[src/rtl/cnn_layer_accel_job_sequencer.sv]
// Per-job controller for one cnn_layer_accel_quad: loads config, starts the job, brokers
// fetch rounds with the DMA engine and reports completion or timeout to the scheduler.
module cnn_layer_accel_job_sequencer #(
  parameter int unsigned C_TIMEOUT_CYCLES = 65535,
  parameter int unsigned C_TIMEOUT_W      = 16
) (
  input  logic           clk_if,
  input  logic           rst,
  input  logic           desc_valid,
  output logic           desc_ready,
  input  logic [127:0]   desc_params,
  input  logic [511:0]   desc_cfg,
  output logic [3:0]     config_valid,
  input  logic [3:0]     config_accept,
  output logic [127:0]   config_data,
  output logic           job_start,
  input  logic           job_accept,
  output logic [127:0]   job_parameters,
  input  logic           job_fetch_request,
  output logic           job_fetch_ack,
  output logic           job_fetch_complete,
  output logic           fetch_go,
  input  logic           fetch_done,
  input  logic           job_complete,
  output logic           job_complete_ack,
  output logic           done_valid,
  output logic           done_timeout,
  output logic           busy,
  output logic [15:0]    jobs_done
);

  localparam logic [C_TIMEOUT_W-1:0] TimeoutMax = C_TIMEOUT_W'(C_TIMEOUT_CYCLES);

  typedef enum logic [2:0] {
    StIdle, StCfg, StStart, StFetchWait, StFetchRun, StCompWait, StAck
  } state_e;

  state_e                 state_q, state_d;
  logic [1:0]             idx_q, idx_d;
  logic [127:0]           params_q, params_d;
  logic [511:0]           cfg_q, cfg_d;
  logic [C_TIMEOUT_W-1:0] timer_q, timer_d, timer_inc;
  logic                   waiting, timeout, fetch_launch, fetch_finish;

  always_comb begin
    state_d      = state_q;
    idx_d        = idx_q;
    params_d     = params_q;
    cfg_d        = cfg_q;
    timeout      = 1'b0;
    fetch_launch = 1'b0;
    fetch_finish = 1'b0;
    timer_inc    = timer_q + 1'b1;
    waiting      = (state_q != StIdle) && (state_q != StAck);

    unique case (state_q)
      StIdle: begin
        if (desc_valid && desc_ready) begin
          params_d = desc_params;
          cfg_d    = desc_cfg;
          idx_d    = 2'd0;
          state_d  = StCfg;
        end
      end
      StCfg: begin
        if (config_accept[idx_q]) begin
          if (idx_q == 2'd3) state_d = StStart;
          else               idx_d   = idx_q + 2'd1;
        end
      end
      StStart: begin
        if (job_accept) state_d = StFetchWait;
      end
      StFetchWait, StCompWait: begin
        // Completion wins over a simultaneous fetch request.
        if (job_complete) begin
          state_d = StAck;
        end else if (job_fetch_request) begin
          state_d      = StFetchRun;
          fetch_launch = 1'b1;
        end
      end
      StFetchRun: begin
        if (fetch_done) begin
          state_d      = StCompWait;
          fetch_finish = 1'b1;
        end
      end
      StAck:   state_d = StIdle;
      default: state_d = StIdle;
    endcase

    if (waiting && (timer_inc == TimeoutMax)) begin
      timeout      = 1'b1;
      state_d      = StIdle;
      fetch_launch = 1'b0;
      fetch_finish = 1'b0;
    end

    timer_d = ((state_d != state_q) || !waiting) ? '0 : timer_inc;
  end

  // Outputs are registered from the next state so they line up with state_q.
  always_ff @(posedge clk_if) begin
    if (!rst) begin
      state_q            <= StIdle;
      idx_q              <= 2'd0;
      params_q           <= '0;
      cfg_q              <= '0;
      timer_q            <= '0;
      desc_ready         <= 1'b0;
      busy               <= 1'b0;
      config_valid       <= '0;
      config_data        <= '0;
      job_start          <= 1'b0;
      job_parameters     <= '0;
      job_fetch_ack      <= 1'b0;
      fetch_go           <= 1'b0;
      job_fetch_complete <= 1'b0;
      job_complete_ack   <= 1'b0;
      done_valid         <= 1'b0;
      done_timeout       <= 1'b0;
      jobs_done          <= '0;
    end else begin
      state_q            <= state_d;
      idx_q              <= idx_d;
      params_q           <= params_d;
      cfg_q              <= cfg_d;
      timer_q            <= timer_d;
      desc_ready         <= (state_d == StIdle);
      busy               <= (state_d != StIdle);
      config_valid       <= (state_d == StCfg) ? (4'b0001 << idx_d) : 4'b0000;
      config_data        <= (state_d == StCfg) ? cfg_d[{idx_d, 7'd0} +: 128] : '0;
      job_start          <= (state_d == StStart);
      job_parameters     <= (state_d == StStart) ? params_d : '0;
      job_fetch_ack      <= fetch_launch;
      fetch_go           <= fetch_launch;
      job_fetch_complete <= fetch_finish;
      job_complete_ack   <= (state_d == StAck);
      done_valid         <= (state_d == StAck) || timeout;
      done_timeout       <= timeout;
      if (state_d == StAck) jobs_done <= jobs_done + 16'd1;
    end
  end

endmodule

[config.mk]
export PLATFORM = sky130hd
export DESIGN_NAME = cnn_layer_accel_job_sequencer
export DESIGN_NICKNAME = d
export VERILOG_FILES = /design/src/rtl/cnn_layer_accel_job_sequencer.sv
export SDC_FILE = /design/constraint.sdc
export NUM_CORES = 2
export LEC_CHECK = 0
export ABC_AREA = 1
export CORE_AREA = 8 8 354 356
export DETAILED_ROUTE_END_ITERATION = 12
export DIE_AREA = 0 0 362 364
export PLACE_DENSITY = 0.55
export SYNTH_ARGS = -nofsm -noshare
export SYNTH_HDL_FRONTEND = slang
export SYNTH_SLANG_ARGS = --single-unit
[constraint.sdc]
create_clock -name clk_if -period 2.2 [get_ports clk_if]
set_input_delay 0.44 -clock clk_if [delete_from_list [all_inputs] [get_ports clk_if]]
set_output_delay 0.44 -clock clk_if [all_outputs]
set_load 0.02 [all_outputs]
==> flow_results.org <==
** STA
- Adding up every negative setup slack in the final design gives -26420 ps.
- In the finished design, the share of the clock period the worst path needs comes to 108%.
- The final count of pins violating max slew was 0.
- Post-route clock skew :: 38.2 ps
- Max Clk Rate :: 0.422 GHz
- In the post-route analysis, the smallest setup slack over all paths is -168 ps.
- The hold violation total from the final report was 0.
- Setup repair after global routing could not meet its margin everywhere.
- The tightest hold path in the finished design has a slack of 394 ps.
- Setup violations remaining at the end of the flow were counted as 268.
- Slew Limit Headroom :: 63.4%
- Tightest Pin Transition :: 534 ps
- Counting I/O delays and the setup requirement, the final critical path takes 2370 ps.

** Floorplan
- The floorplan has 127 rows.
- Die outline area :: 0.132 sq mm
- Count of boundary I/O pins :: 936
- Floorplan core area :: 0.119 sq mm
- From bottom edge to top edge, the die measures 364 um.
- Initial Util :: 31.3%
- The die is 362 um wide.

** Placement
- Timing analysis after detailed placement gives a worst setup slack of -753 ps.
- Final weighted congestion in routability-driven placement :: 0.864
- Port-buffer cells :: 935
- After detailed placement, the design holds a cell count of 6914.
- The HPWL after detailed placement is 111000 um.

** Synth
- Dominant cell by count in the synthesized netlist :: sky130_fd_sc_hd__nor2_1
- Of all cell types, the one taking the most synthesized area is sky130_fd_sc_hd__dfxtp_1.
- Sequential cell area fraction in the yosys report :: 50.6%
- Synthesized netlist cell count :: 4113
- Number of synthesized flops with an enable pin :: 0
- Asr flop ratio synth :: 0%
- Average instance area after synthesis :: 9.10 sq um
- Dominant cells by area after synthesis :: sky130_fd_sc_hd__dfxtp_1 (51%), sky130_fd_sc_hd__mux2i_1 (14%), sky130_fd_sc_hd__nor2_1 (9.7%)
- Unique masters post-synth :: 38
- FF+latch count, synth :: 945
- Leading cell types by count after synthesis :: sky130_fd_sc_hd__nor2_1 (964), sky130_fd_sc_hd__dfxtp_1 (945), sky130_fd_sc_hd__mux2i_1 (512)
- Proportion of netlist area held by the largest area contributor :: 50.6%
- Synthesis produced a netlist with a net count of 4767.
- Among all flip-flop cells after synthesis, the most frequent one is sky130_fd_sc_hd__dfxtp_1.
- During synthesis, Yosys emitted a total of 0 warnings.
- After synthesis the cells add up to 0.0374 sq mm.

** Global routing
- GR Layer Usage met2 :: 36.9%
- Via count of the first global-routing pass :: 32200
- Global routing used 21.2% of the available tracks across all layers.
- Global routing consumed, on the met3 layer, 6.07% of the routing resources.
- Layer carrying the most global-route usage :: met2
- Remaining Overflow, GRT :: 0
- Fraction of met1 tracks used by global routing :: 25.6%
- Initial antenna violation count :: 51
- Entering global routing, the biggest net connects 94 pins.
- Global-route wire length before repair :: 213000 um

** Cells and area
- Ratio of cells with drive above 1 in the final layout :: 22.1%
- Post-synthesis to final-layout area growth :: 53.7%
- The finished layout holds 7196 standard cells, fillers aside.
- At the end of the flow, the number of nets in the layout was 6122.
- The layout has 11300 filler cells.

** Worst setup path
- Internal reg-to-reg setup slack :: -170 ps
- Crit path arrival time :: 2940 ps
- Worst setup path start :: timer_q[0]
- In this run the critical register-to-register path is launched from timer_q[0].
- Walking the worst path, the cells encountered are buf_6 > inv_6 > nor2_4 > buf_6 > nand3_2 > nand2_1 > nand2_1 > inv_1 > nand2_1 > nor2_2 > nand3_4 > buf_6 > nand3_2 > inv_2 > nand3_4 > buf_12 > buf_12 > buf_16 > nor2_2.
- Critical Path RT :: 2770 ps
- The critical path in this run is classified as reg2reg.
- Of all nets on the critical path, the largest fanout is 8.
- Endpoint kind of the worst setup timing path :: flop
- The worst setup path is launched from a flop.
- Highest-delay cell along the critical path :: sky130_fd_sc_hd__dfxtp_4
- The endpoint identified for the worst register-to-register timing path is job_parameters[17].
- Maximum single-stage delay on the critical path :: 370 ps
- The number of cells on the worst reg-to-reg path is 19.

** Drt
- Detailed-route DRC error count :: 0
- In the routed layout, each cell is associated on average with a via count of 4.48.
- Total number of vias :: 32200
- Routed wirelength normalized by instance count :: 20.7 um
- 1st-iter DRT viols :: 1658
- DRT Pass-1 Iters :: 7
- The detail route stage leaves a number of antenna-violating nets equal to 0.
- Summed over all layers, the routed wires come to 149000 um.

** Worst hold path
- Class of the worst hold path :: in2reg
- Worst hold path stage count :: 3
- The startpoint identified for the worst hold timing path is desc_cfg[120].
- Worst Hold Path EP :: cfg_q[120]

** CTS
- Worst-skew pair later-pin latency :: 690 ps
- The clock passes through at most 3 buffers.
- Root Driver :: sky130_fd_sc_hd__clkbuf_16
- Clock Pin Slew Worst Setup and Hold Paths :: 60 ps
- Clock tree from TritonCTS :: done
- Clock tree synthesis inserted a total of 105 buffers.
- Total clock sinks :: 945
- The clock tree synthesis step divided the H-tree into 3 levels.

** Power and ir drop
- For this design the ratio of total power to cell area is 756 mW/mm^2.
- The worst-case IR drop observed on VDD is 0.672 mV.
- For this design the static power due to leakage is 22.0 nW.

** Run status
- The final reports fail on setup timing.
- The run finished, with violations left.

** Flow run
- The tool flagged a number of max-cap violations equal to 0.
worst max path at each step:
stage | end | slack [ps] | cells past startpoint
after floorplan | job_parameters[100] | 140 | 15
after global placement | config_data[33] | -750 | 9
after detailed placement | config_data[116] | -750 | 10
after CTS | job_parameters[85] | -190 | 17
after global routing | config_data[58] | -300 | 17
final | job_parameters[17] | -170 | 19
area by class of cell:
type	count	area, sq um	area share [%]
Clock buffer	148	3050	5.31
Multi-Input combinational cell	2708	16700	29.0
Sequential cell	945	18900	32.9
Antenna cell	27	67.6	0.118
Timing Repair Buffer	1524	15400	26.8
Inverter	184	718	1.25
Tap cell	1612	2020	3.51
Clock inverter	48	628	1.09
flip-flops by register name (all words and copies together) (netlist names):
name and cells:
job_complete_ack 1, done_valid 1, cfg_q 512, job_parameters 128, config_valid 4, fetch_go 1
desc_ready 1, job_start 1, timer_q 16, config_data 128, params_q 128, idx_q 2
done_timeout 1, state_q 3, job_fetch_complete 1, busy 1, jobs_done 16
power breakdown:
group | total [W] | switching, W | internal [W]
logic | 0.00684 | 0.00329 | 0.00355
clock network | 0.0186 | 0.00755 | 0.0110
registers | 0.0181 | 0.000215 | 0.0179
total | 0.0435 | 0.0111 | 0.0324
worst max-delay path, delay by kind of cell (launching register included):
| kind | cells | cell delay (ps) |
|---|---|---|
| flops | 1 | 370 |
| buf+inv | 9 | 960 |
| simple gates | 10 | 900 |
cells in the final DEF, fill, tap and decap left out, drive strengths merged:
cell	n
ha	3
clkinvlp	3
inv	188
clkbuf	158
dlygate4sd2	79
or2	128
bufinv	11
o21a	128
buf	579
nand2	372
nand3	28
clkdlybuf4s50	852
nand3b	2
clkinv	30
o21ai	265
xnor2	5
nand4	7
nor2	1071
xor2	12
nor3	24
dfxtp	945
o211ai	1
a21oi	147
bufbuf	4
mux2i	512
diode	27
nor4	2
and2	1
metal layers:
| layer | vias to the layer above | wire, um |
|---|---|---|
| met3 | 221 | 9630 |
| li1 | 16000 | - |
| met4 | 40 | 3950 |
| met2 | 791 | 73100 |
| met5 | - | 247 |
| met1 | 15100 | 61700 |
kinds of logic after synthesis:
| group | after synthesis | synth area share [%] |
|---|---|---|
| xor gates and xnor gates | 17 | 0.398 |
| muxes | 512 | 13.7 |
| buffers and inverters | 461 | 6.07 |
| and+or+nand+nor | 1634 | 19.9 |
| AOI/OAI and AO/OA | 541 | 9.25 |
| adders and majority gates | 3 | 0.100 |
| DFF | 945 | 50.6 |
through the flow:
step | total power, W | util [%] | area, sq um
2_1_floorplan | 0.0216 | - | 37400
3_3_place_gp | 0.0250 | 43.8 | 52200
3_5_place_dp | 0.0250 | 43.8 | 52200
4_1_cts | 0.0438 | 47.5 | 56600
5_1_grt | 0.0452 | 48.1 | 57400
6_report | 0.0435 | 48.2 | 57500
what timing repair did:
| item | CTS | global route |
|---|---|---|
| endpoints found under the setup margin | 375 | 349 |
| hold buffers | 0 | 0 |
| gates cloned | 9 | 14 |
| setup buffers | 21 | 23 |
| pin swaps | 16 | 14 |
| gates resized for setup | 172 | 112 |
No activity file was read; power rests on OpenSTA's default activity.
